===== src/rtl/uart_rx_sampler.sv =====
// uart_rx_sampler
//   Oversampling front end of the UART receiver. Counts clock edges within a
//   bit period and bit periods within a frame, takes three samples around
//   mid-bit, majority-votes them and strobes the result for one cycle.
//
// Ports
//   CLK            system clock, rising edge
//   RST            asynchronous active-low reset
//   RX_IN          serial line (already synchronised to CLK)
//   Prescale       requested oversampling ratio (8, 16 or 32)
//   edge_bit_en    from RX FSM: run the edge/bit counters
//   dat_sam_en     from RX FSM: enable mid-bit sampling
//   edge_count     clock edges elapsed within the current bit (0..P-1)
//   bit_count      bit periods completed in the current frame (saturates at 15)
//   sampled_bit    majority-voted value of the last sampled bit
//   sampling_done  one-cycle strobe qualifying sampled_bit
module uart_rx_sampler #(
    parameter int unsigned FALLBACK_PRESCALE = 8
) (
    input  logic       CLK,
    input  logic       RST,
    input  logic       RX_IN,
    input  logic [5:0] Prescale,
    input  logic       edge_bit_en,
    input  logic       dat_sam_en,
    output logic [5:0] edge_count,
    output logic [3:0] bit_count,
    output logic       sampled_bit,
    output logic       sampling_done
);

    localparam logic [5:0] FALLBACK_P = 6'(FALLBACK_PRESCALE);

    function automatic logic prescale_legal(input logic [5:0] p);
        return (p == 6'd8) || (p == 6'd16) || (p == 6'd32);
    endfunction

    function automatic logic majority3(input logic a, input logic b, input logic c);
        return (a & b) | (a & c) | (b & c);
    endfunction

    logic [5:0] prescale_q, prescale_d;
    logic [5:0] edge_q,     edge_d;
    logic [3:0] bit_q,      bit_d;
    logic       s0_q,       s0_d;
    logic       s1_q,       s1_d;
    logic       sampled_q,  sampled_d;
    logic       done_q,     done_d;
    logic [5:0] half;

    assign half = prescale_q >> 1;

    always_comb begin
        // Ratio is only accepted between frames so a mid-frame change cannot
        // distort the bit period currently being counted.
        prescale_d = prescale_q;
        if (!edge_bit_en) begin
            prescale_d = prescale_legal(Prescale) ? Prescale : FALLBACK_P;
        end

        edge_d = 6'd0;
        bit_d  = 4'd0;
        if (edge_bit_en) begin
            if (edge_q == prescale_q - 6'd1) begin
                edge_d = 6'd0;
                bit_d  = (bit_q == 4'd15) ? bit_q : bit_q + 4'd1;
            end else begin
                edge_d = edge_q + 6'd1;
                bit_d  = bit_q;
            end
        end

        s0_d      = s0_q;
        s1_d      = s1_q;
        sampled_d = sampled_q;
        done_d    = 1'b0;
        if (!dat_sam_en) begin
            s0_d      = 1'b0;
            s1_d      = 1'b0;
            sampled_d = 1'b1;
        end else begin
            if (edge_q == half - 6'd1) s0_d = RX_IN;
            if (edge_q == half)        s1_d = RX_IN;
            // The third sample is RX_IN itself; a counter clear in the same
            // cycle suppresses the strobe.
            if (edge_bit_en && (edge_q == half + 6'd1)) begin
                sampled_d = majority3(s0_q, s1_q, RX_IN);
                done_d    = 1'b1;
            end
        end
    end

    always_ff @(posedge CLK or negedge RST) begin
        if (!RST) begin
            prescale_q <= FALLBACK_P;
            edge_q     <= 6'd0;
            bit_q      <= 4'd0;
            s0_q       <= 1'b0;
            s1_q       <= 1'b0;
            sampled_q  <= 1'b1;
            done_q     <= 1'b0;
        end else begin
            prescale_q <= prescale_d;
            edge_q     <= edge_d;
            bit_q      <= bit_d;
            s0_q       <= s0_d;
            s1_q       <= s1_d;
            sampled_q  <= sampled_d;
            done_q     <= done_d;
        end
    end

    assign edge_count    = edge_q;
    assign bit_count     = bit_q;
    assign sampled_bit   = sampled_q;
    assign sampling_done = done_q;

endmodule


===== config.mk =====
export PLATFORM = sky130hd
export DESIGN_NAME = uart_rx_sampler
export DESIGN_NICKNAME = d
export VERILOG_FILES = /design/src/rtl/uart_rx_sampler.sv
export SDC_FILE = /design/constraint.sdc
export NUM_CORES = 1
export LEC_CHECK = 0
export BUFFER_PORTS_ARGS = -buffer_cell sky130_fd_sc_hd__buf_2
export CAP_MARGIN = 40
export CORE_UTILIZATION = 59
export DETAILED_ROUTE_END_ITERATION = 12
export PLACE_DENSITY = 0.83
export SLEW_MARGIN = 5
export SYNTH_ARGS = -nofsm -noshare
export SYNTH_HDL_FRONTEND = slang
export SYNTH_SLANG_ARGS = --single-unit

===== constraint.sdc =====
create_clock -name CLK -period 2.94 [get_ports CLK]
set_input_delay 0.588 -clock CLK [delete_from_list [all_inputs] [get_ports CLK]]
set_output_delay 0.588 -clock CLK [all_outputs]
set_load 0.02 [all_outputs]

==> results.md, run 1 <==
* Skew-Pair Late Insertion Delay at 0.30 ns
* Initial antenna violation count at 0
* Finished Core Util at 68.9%
* Final worst-path cycle share at 78.4%
* Worst slack at placement at 0.653 ns
* Setup CP Type: reg2reg
* DIE HEIGHT at 50.0 um
* Vias per cell at 5.84
* Flops & latches, synth at 20
* RSZ-0062 raised after global routing: no
* Post-DRT Antenna Nets at 0
* Worst setup EP type: register
* Resize count post-CTS at 0
* Unique masters post-synth at 40
* Ys flop type: dfrtp_1
* Commonest non-fill, non-tap cell in the layout: buf_2
* Syn_area_per_cell at 9.20 sq um
* Tot Pwr at roughly 0.53 mW
* CTS Buf Count at 3
* Setup-failing EPs final at 0
* Top Ports at 23
* Die ar. at 0.00250 sq mm
* Final hold vios at 0
* Min Tclk post-route at 2.30 ns
* Gr usage total at 26.6%
* Post-CTS setup buffer count at 0
* Final #Nets at approximately 190
* Core area at 0.00219 sq mm
* Commonest cells after routing, fill and taps aside: 22 x buf_2, 18 x dfrtp_1, 13 x nor2_1
* Cell area after synthesis at between 0.001 and 0.0015 sq mm
* Mapped Nets at 165
* Clock root buffer: clkbuf_4
* Clk buf depth at 2
* First-pass GRT wire length at 4990 um
* Minimum hold slack at 0.216 ns
* FP Rows at 17
* Outcome: finished clean
* Final Non-Filler Cells at 195
* Synth warn at 0
* Leak at 0.688 nW
* Top-area cell type share of the netlist area at ~33%
* PD cells at between 300 and 400 mW/mm^2
* Post-synth EDFFs at 0
* Ratio of cells with drive above 1 in the final layout at 19.8%
* Post-DP HPWL at 2200 um
* F_max at 434 MHz
* Sequential element share of the synthesized area at 36.9%
* Relative slew slack at 68.3%
* Worst-Margin Slew at 0.472 ns
* Hold WC Path Type: in2async
* # diodes at 0
* Worst Setup Start Kind: register
* DR pass1 iterations at 5
* Initial DRC count at 37
* Cell taking the most area after synthesis: dfrtp_1
* Setup_tns at 0 ns
* Worst EP arrival at 2.53 ns
* H-Tree Depth at 1
* Area growth syn-to-layout at 10.8%
* Clock transition at path regs at 0.12 ns
* Max Cap Violations at 0
* CP max FO at 6
* Input/output buffers at 22
* WL final at 3040 um
* Vias in the first global route at around 1100
* Final worst setup slack at approximately 0.64 ns
* CTS tree: yes
* Largest net degree at the start of global routing at 21
* Placed instance area at 0.00147 sq mm
* Top post-synthesis cells by area: dfrtp_1 33%, xnor2_1 7.1%, xor2_1 5.8%
* # DRC at 0
* Clk sinks at 20
* Die W at about 50 um
* Total grt overflow at 0
* CP required at 3.16 ns
* Skew final at 0.0107 ns
* Slew Viols, Final at 0
* Final instance area at between 0.0015 and 0.002 sq mm
* Routed via count at 1139
* Post-Syn Instances at between 100 and 150
* Initial Utilization at 62.1%
* WL/cell at 15.6 um
* Async SR Flop Fraction at 100%
* Placed insts at roughly 190
* Worst vdd ir at 0.225 mV
* Hold buffers post-CTS at 0
* GP Congestion at around 0.84
## per-layer routing
| metal | vias up | wire length, um | global-route usage [%] |
|---|---|---|---|
| li1 | 557 | - | - |
| met1 | 542 | 1270 | 30.0 |
| met2 | 34 | 1650 | 49.3 |
| met3 | 6 | 92 | 4.63 |
| met4 | 0 | 34 | 9.05 |
| met5 | - | 0 | 0 |
## area by class of cell
cell class                      count  area, sq um
Clock buffer                        4         36.3
Fill cell                         175          682
Tap cell                           28         35.0
Multi-Input combinational cell    114          798
Inverter                            7         26.3
Sequential cell                    20          503
Timing Repair Buffer               22          110
## critical path, cell delays in order, from the launching register on
cell,delay (ns)
dfrtp_1,0.46
inv_1,0.14
ha_1,0.28
a21boi_0,0.33
xnor2_1,0.19
o2111ai_1,0.22
a311oi_2,0.38
mux2i_1,0.24
## sequential cells by signal, indices dropped and copies added (netlist names)
register and cells:
s0_q 1, bit_count 4, s1_q 1, sampling_done 1, prescale_q 6, sampled_bit 1
edge_count 6
## report_power, final
part	switching [mW]	total [mW]	internal, mW
Clock	0.0879	0.163	0.0754
Combinational	0.0409	0.0690	0.0281
Sequential	0.0122	0.293	0.281
Total	0.141	0.525	0.384
## logic make-up after synthesis
family                   share of synthesized area [%]
multiplexers                                      3.68
XOR/XNOR                                          12.9
flip-flops                                        36.9
AND/OR/NAND/NOR                                   20.6
buffers and inverters                             4.41
AO/OA/AOI/OAI                                     16.0
adder cells (fa/ha/maj)                           5.51
## final timing paths
path                                      startpoint                         to  slack, ns  depth (start not counted)
setup / recovery           prescale_q[1]$_DFFE_PN0N_   bit_count[1]$_DFFE_PN0P_       0.64                          7
hold / removal                                   RST    edge_count[3]$_DFF_PN0_       0.22                          1
setup reg to reg           prescale_q[1]$_DFFE_PN0N_   bit_count[1]$_DFFE_PN0P_       0.64                          7
hold reg to reg              sampled_bit$_DFFE_PN1P_    sampled_bit$_DFFE_PN1P_       0.53                          2
max in group asynchronous                        RST  prescale_q[3]$_DFFE_PN1N_       2.36                          1
min in group CLK                          dat_sam_en    sampled_bit$_DFFE_PN1P_       0.50                          2
## cells in the mapped netlist (2+ instances only)
cell        n
xor2_1      9
dfrtp_1    18
or3_1       3
o21ai_0     3
a21oi_1     2
and2_1      5
nor2b_1     3
a31oi_1     4
a211oi_1    2
nor3_1      2
and3_1      3
nand2_1    12
xnor2_1    11
o2111ai_1   3
o31ai_1     4
nand2b_1    5
buf_2       4
inv_1       7
mux2i_1     5
ha_1        6
dfstp_2     2
nor2_1     13
nand3_1     4
clkbuf_2    2
Power figures use the tool's default switching activity.
==> inputs of run 2 (changes only) <==
--- a/config.mk
+++ b/config.mk
@@ -7,9 +7,9 @@
 export LEC_CHECK = 0
 export BUFFER_PORTS_ARGS = -buffer_cell sky130_fd_sc_hd__buf_2
 export CAP_MARGIN = 40
-export CORE_UTILIZATION = 59
+export CORE_UTILIZATION = 50
 export DETAILED_ROUTE_END_ITERATION = 12
-export PLACE_DENSITY = 0.83
+export PLACE_DENSITY = 0.75
 export SLEW_MARGIN = 5
 export SYNTH_ARGS = -nofsm -noshare
 export SYNTH_HDL_FRONTEND = slang
==> constraint.sdc (replaced) <==
create_clock -name CLK -period 2.1 [get_ports CLK]
set_input_delay 0.42 -clock CLK [delete_from_list [all_inputs] [get_ports CLK]]
set_output_delay 0.42 -clock CLK [all_outputs]
set_load 0.02 [all_outputs]
==> run 2 against run 1 <==
Final cell count grew 4.6%. Clock skew shrank 0.0023 ns. Critical endpoint unchanged. First-iteration DRC count shrank 16%. Worst setup slack lost 0.53 ns. Largest power group unchanged. Global-route usage shrank 4.6 points. Critical path depth is the same. Hold slack lost 0.17 ns.
==> results.md, run 2 (same netlist as run 1, synthesis figures left out) <==
* CTS Buf Count at 3 (unchanged)
* Worst EP arrival at 2.22 ns (-0.31 ns)
* Post-DP HPWL at 2090 um (-5.3%)
* Vias in the first global route at 1045 (-8.4%)
* Clock share of power at 30.3% (-0.8 points)
* Gr usage total at 22.0% (-4.6 points)
* Clk buf depth at 2 (unchanged)
* WL final at 2990 um (-1.7%)
* Die W at 54.2 um (+8.3%)
* Max Cap Violations at 0 (unchanged)
* FP Rows at 18 (+1)
* Outcome: finished clean
* Relative slew slack at 68.9% (+0.61 points)
* P_sw at 0.193 mW (+37%)
* Clock root buffer: clkbuf_4
* Setup-failing EPs final at 0 (unchanged)
* Combinational power share at 13.9% (+0.8 points)
* Ratio of cells with drive above 1 in the final layout at 27.0% (+7.3 points)
* Die ar. at 0.00294 sq mm (+17%)
* CP required at 2.32 ns (-0.84 ns)
* CTS tree: yes
* Clk sinks at 20 (unchanged)
* CP max FO at 3 (-3)
* Min Tclk post-route at 1.99 ns (-0.310 ns)
* Worst Setup Start Kind: register
* Initial DRC count at 31 (-16%)
* GRT met3 Usage at 5.65% (+1.0 points)
* Commonest non-fill, non-tap cell in the layout: buf_2
* Core area at 0.00252 sq mm (+15%)
* Worst setup EP type: register
* Placed instance area at 0.00151 sq mm (+2.7%)
* Commonest cells after routing, fill and taps aside: 22 x buf_2, 18 x dfrtp_1, 13 x nor2_1
* GR peak layer: met2
* DIE HEIGHT at 54.2 um (+8.3%)
* Setup CP Type: reg2reg
* Sw frac at 26.2% (-0.61 points)
* Initial antenna violation count at 0 (unchanged)
* Vias per cell at 5.76 (-1.4%)
* Final hold vios at 0 (unchanged)
* Final instance area at 0.00163 sq mm (+7.9%)
* Worst-Margin Slew at 0.463 ns (-0.00914 ns)
* Seq pwr share at 55.8% (about the same)
* F_max at 501 MHz (+16%)
* GP Congestion at 0.850 (+1.5%)
* Final #Nets at 192 (+3.8%)
* Initial Utilization at 54.0% (-8.2 points)
* First-pass GRT wire length at 4580 um (-8.2%)
* Top Ports at 23 (unchanged)
* # DRC at 0 (unchanged)
* Total grt overflow at 0 (unchanged)
* Post-DRT Antenna Nets at 0 (unchanged)
* Routed via count at 1175 (+3.2%)
* Hold WC Path Type: in2async
* Skew-Pair Late Insertion Delay at 0.30 ns (about the same)
* # diodes at 0 (unchanged)
* Worst vdd ir at 0.452 mV (+100%)
* Cell Int Power at 0.543 mW (+41%)
* Area growth syn-to-layout at 19.6%
* Finished Core Util at 64.5% (-4.3 points)
* GR Util met2 at 35.6% (-14 points)
* H-Tree Depth at 1 (unchanged)
* PD cells at 452 mW/mm^2 (+30%)
* Largest net degree at the start of global routing at 21 (unchanged)
* Skew final at 0.00836 ns (-0.00231 ns)
* WL/cell at 14.7 um (-6.0%)
* Global routing usage on met1 at 28.4% (-1.5 points)
* Clock transition at path regs at 0.12 ns (about the same)
* Slew Viols, Final at 0 (unchanged)
* Input/output buffers at 22 (unchanged)
* Leak at 0.733 nW (+6.6%)
* DR pass1 iterations at 4 (-1)
* Final worst-path cycle share at 95.0% (+17 points)
==> run 2: changes by cell type in the layout (fill, tap and decap cells not counted), sizes merged <==
| cell | before | now |
|---|---|---|
| buf | 22 | 29 |
==> run 2: per-layer routing <==
| layer | wire length (um) | share of wire, % |
|---|---|---|
| met5 | 0 | 0 |
| met4 | 74 | 2.5 |
| met3 | 159 | 5.3 |
| met2 | 1500 | 50 |
| met1 | 1260 | 42 |
==> run 2: final timing paths <==
| kind | startpoint | end | slack [ns] | cells past startpoint |
|---|---|---|---|---|
| setup reg to reg | prescale_q[1]$_DFFE_PN0N_ | bit_count[1]$_DFFE_PN0P_ | 0.11 | 7 |
| min in group CLK | dat_sam_en | sampled_bit$_DFFE_PN1P_ | 0.33 | 2 |
| setup / recovery | prescale_q[1]$_DFFE_PN0N_ | bit_count[1]$_DFFE_PN0P_ | 0.11 | 7 |
| hold reg to reg | sampled_bit$_DFFE_PN1P_ | sampled_bit$_DFFE_PN1P_ | 0.54 | 2 |
| max in group asynchronous | RST | sampled_bit$_DFFE_PN1P_ | 1.71 | 1 |
| hold / removal | RST | edge_count[5]$_DFF_PN0_ | 0.05 | 1 |
==> run 2: repair_timing <==
action | 4_1_cts | 5_1_grt
setup endpoints to repair | 0 | 8
setup buffers | 0 | 2
gates resized for setup | 0 | 12
hold buffers | 0 | 0
==> run 2: final cells by class <==
cell class	instances	area [sq um]
repair buffers	29	163
multi-input cells	114	862
inverters	7	26.3
clock buffers	4	36.3
fillers	218	895
flip-flops and latches	20	503
well taps	30	37.5
==> run 2: critical path: stages (launching register included) <==
cell and delay (ns):
dfrtp_1 0.38, inv_2 0.07, ha_1 0.20, nor2b_1 0.15, or3_4 0.37, a31o_4 0.26, a311oi_4 0.25, mux2i_1 0.23
==> run 2: power by group through the flow <==
stage	combinational [mW]	sequential (mW)	clock, mW
final	0.103	0.410	0.223
after floorplan	0.0603	0.416	0
after global routing	0.117	0.412	0.243
after detailed placement	0.0966	0.417	0
after global placement	0.0933	0.416	0
after CTS	0.0967	0.410	0.234
==> run 2: stage by stage <==
stage          hold slack (ns)  TNS (ns)  setup slack, ns  power (mW)  instances
2_1_floorplan            0.124         0           0.0904       0.477        148
3_3_place_gp             0.386         0            0.148       0.510        198
3_5_place_dp             0.401         0           0.0628       0.514        198
4_1_cts                 0.0605         0          0.00717       0.740        202
5_1_grt                 0.0890  -0.00817         -0.00817       0.772        204
6_report                0.0477         0            0.105       0.736        204
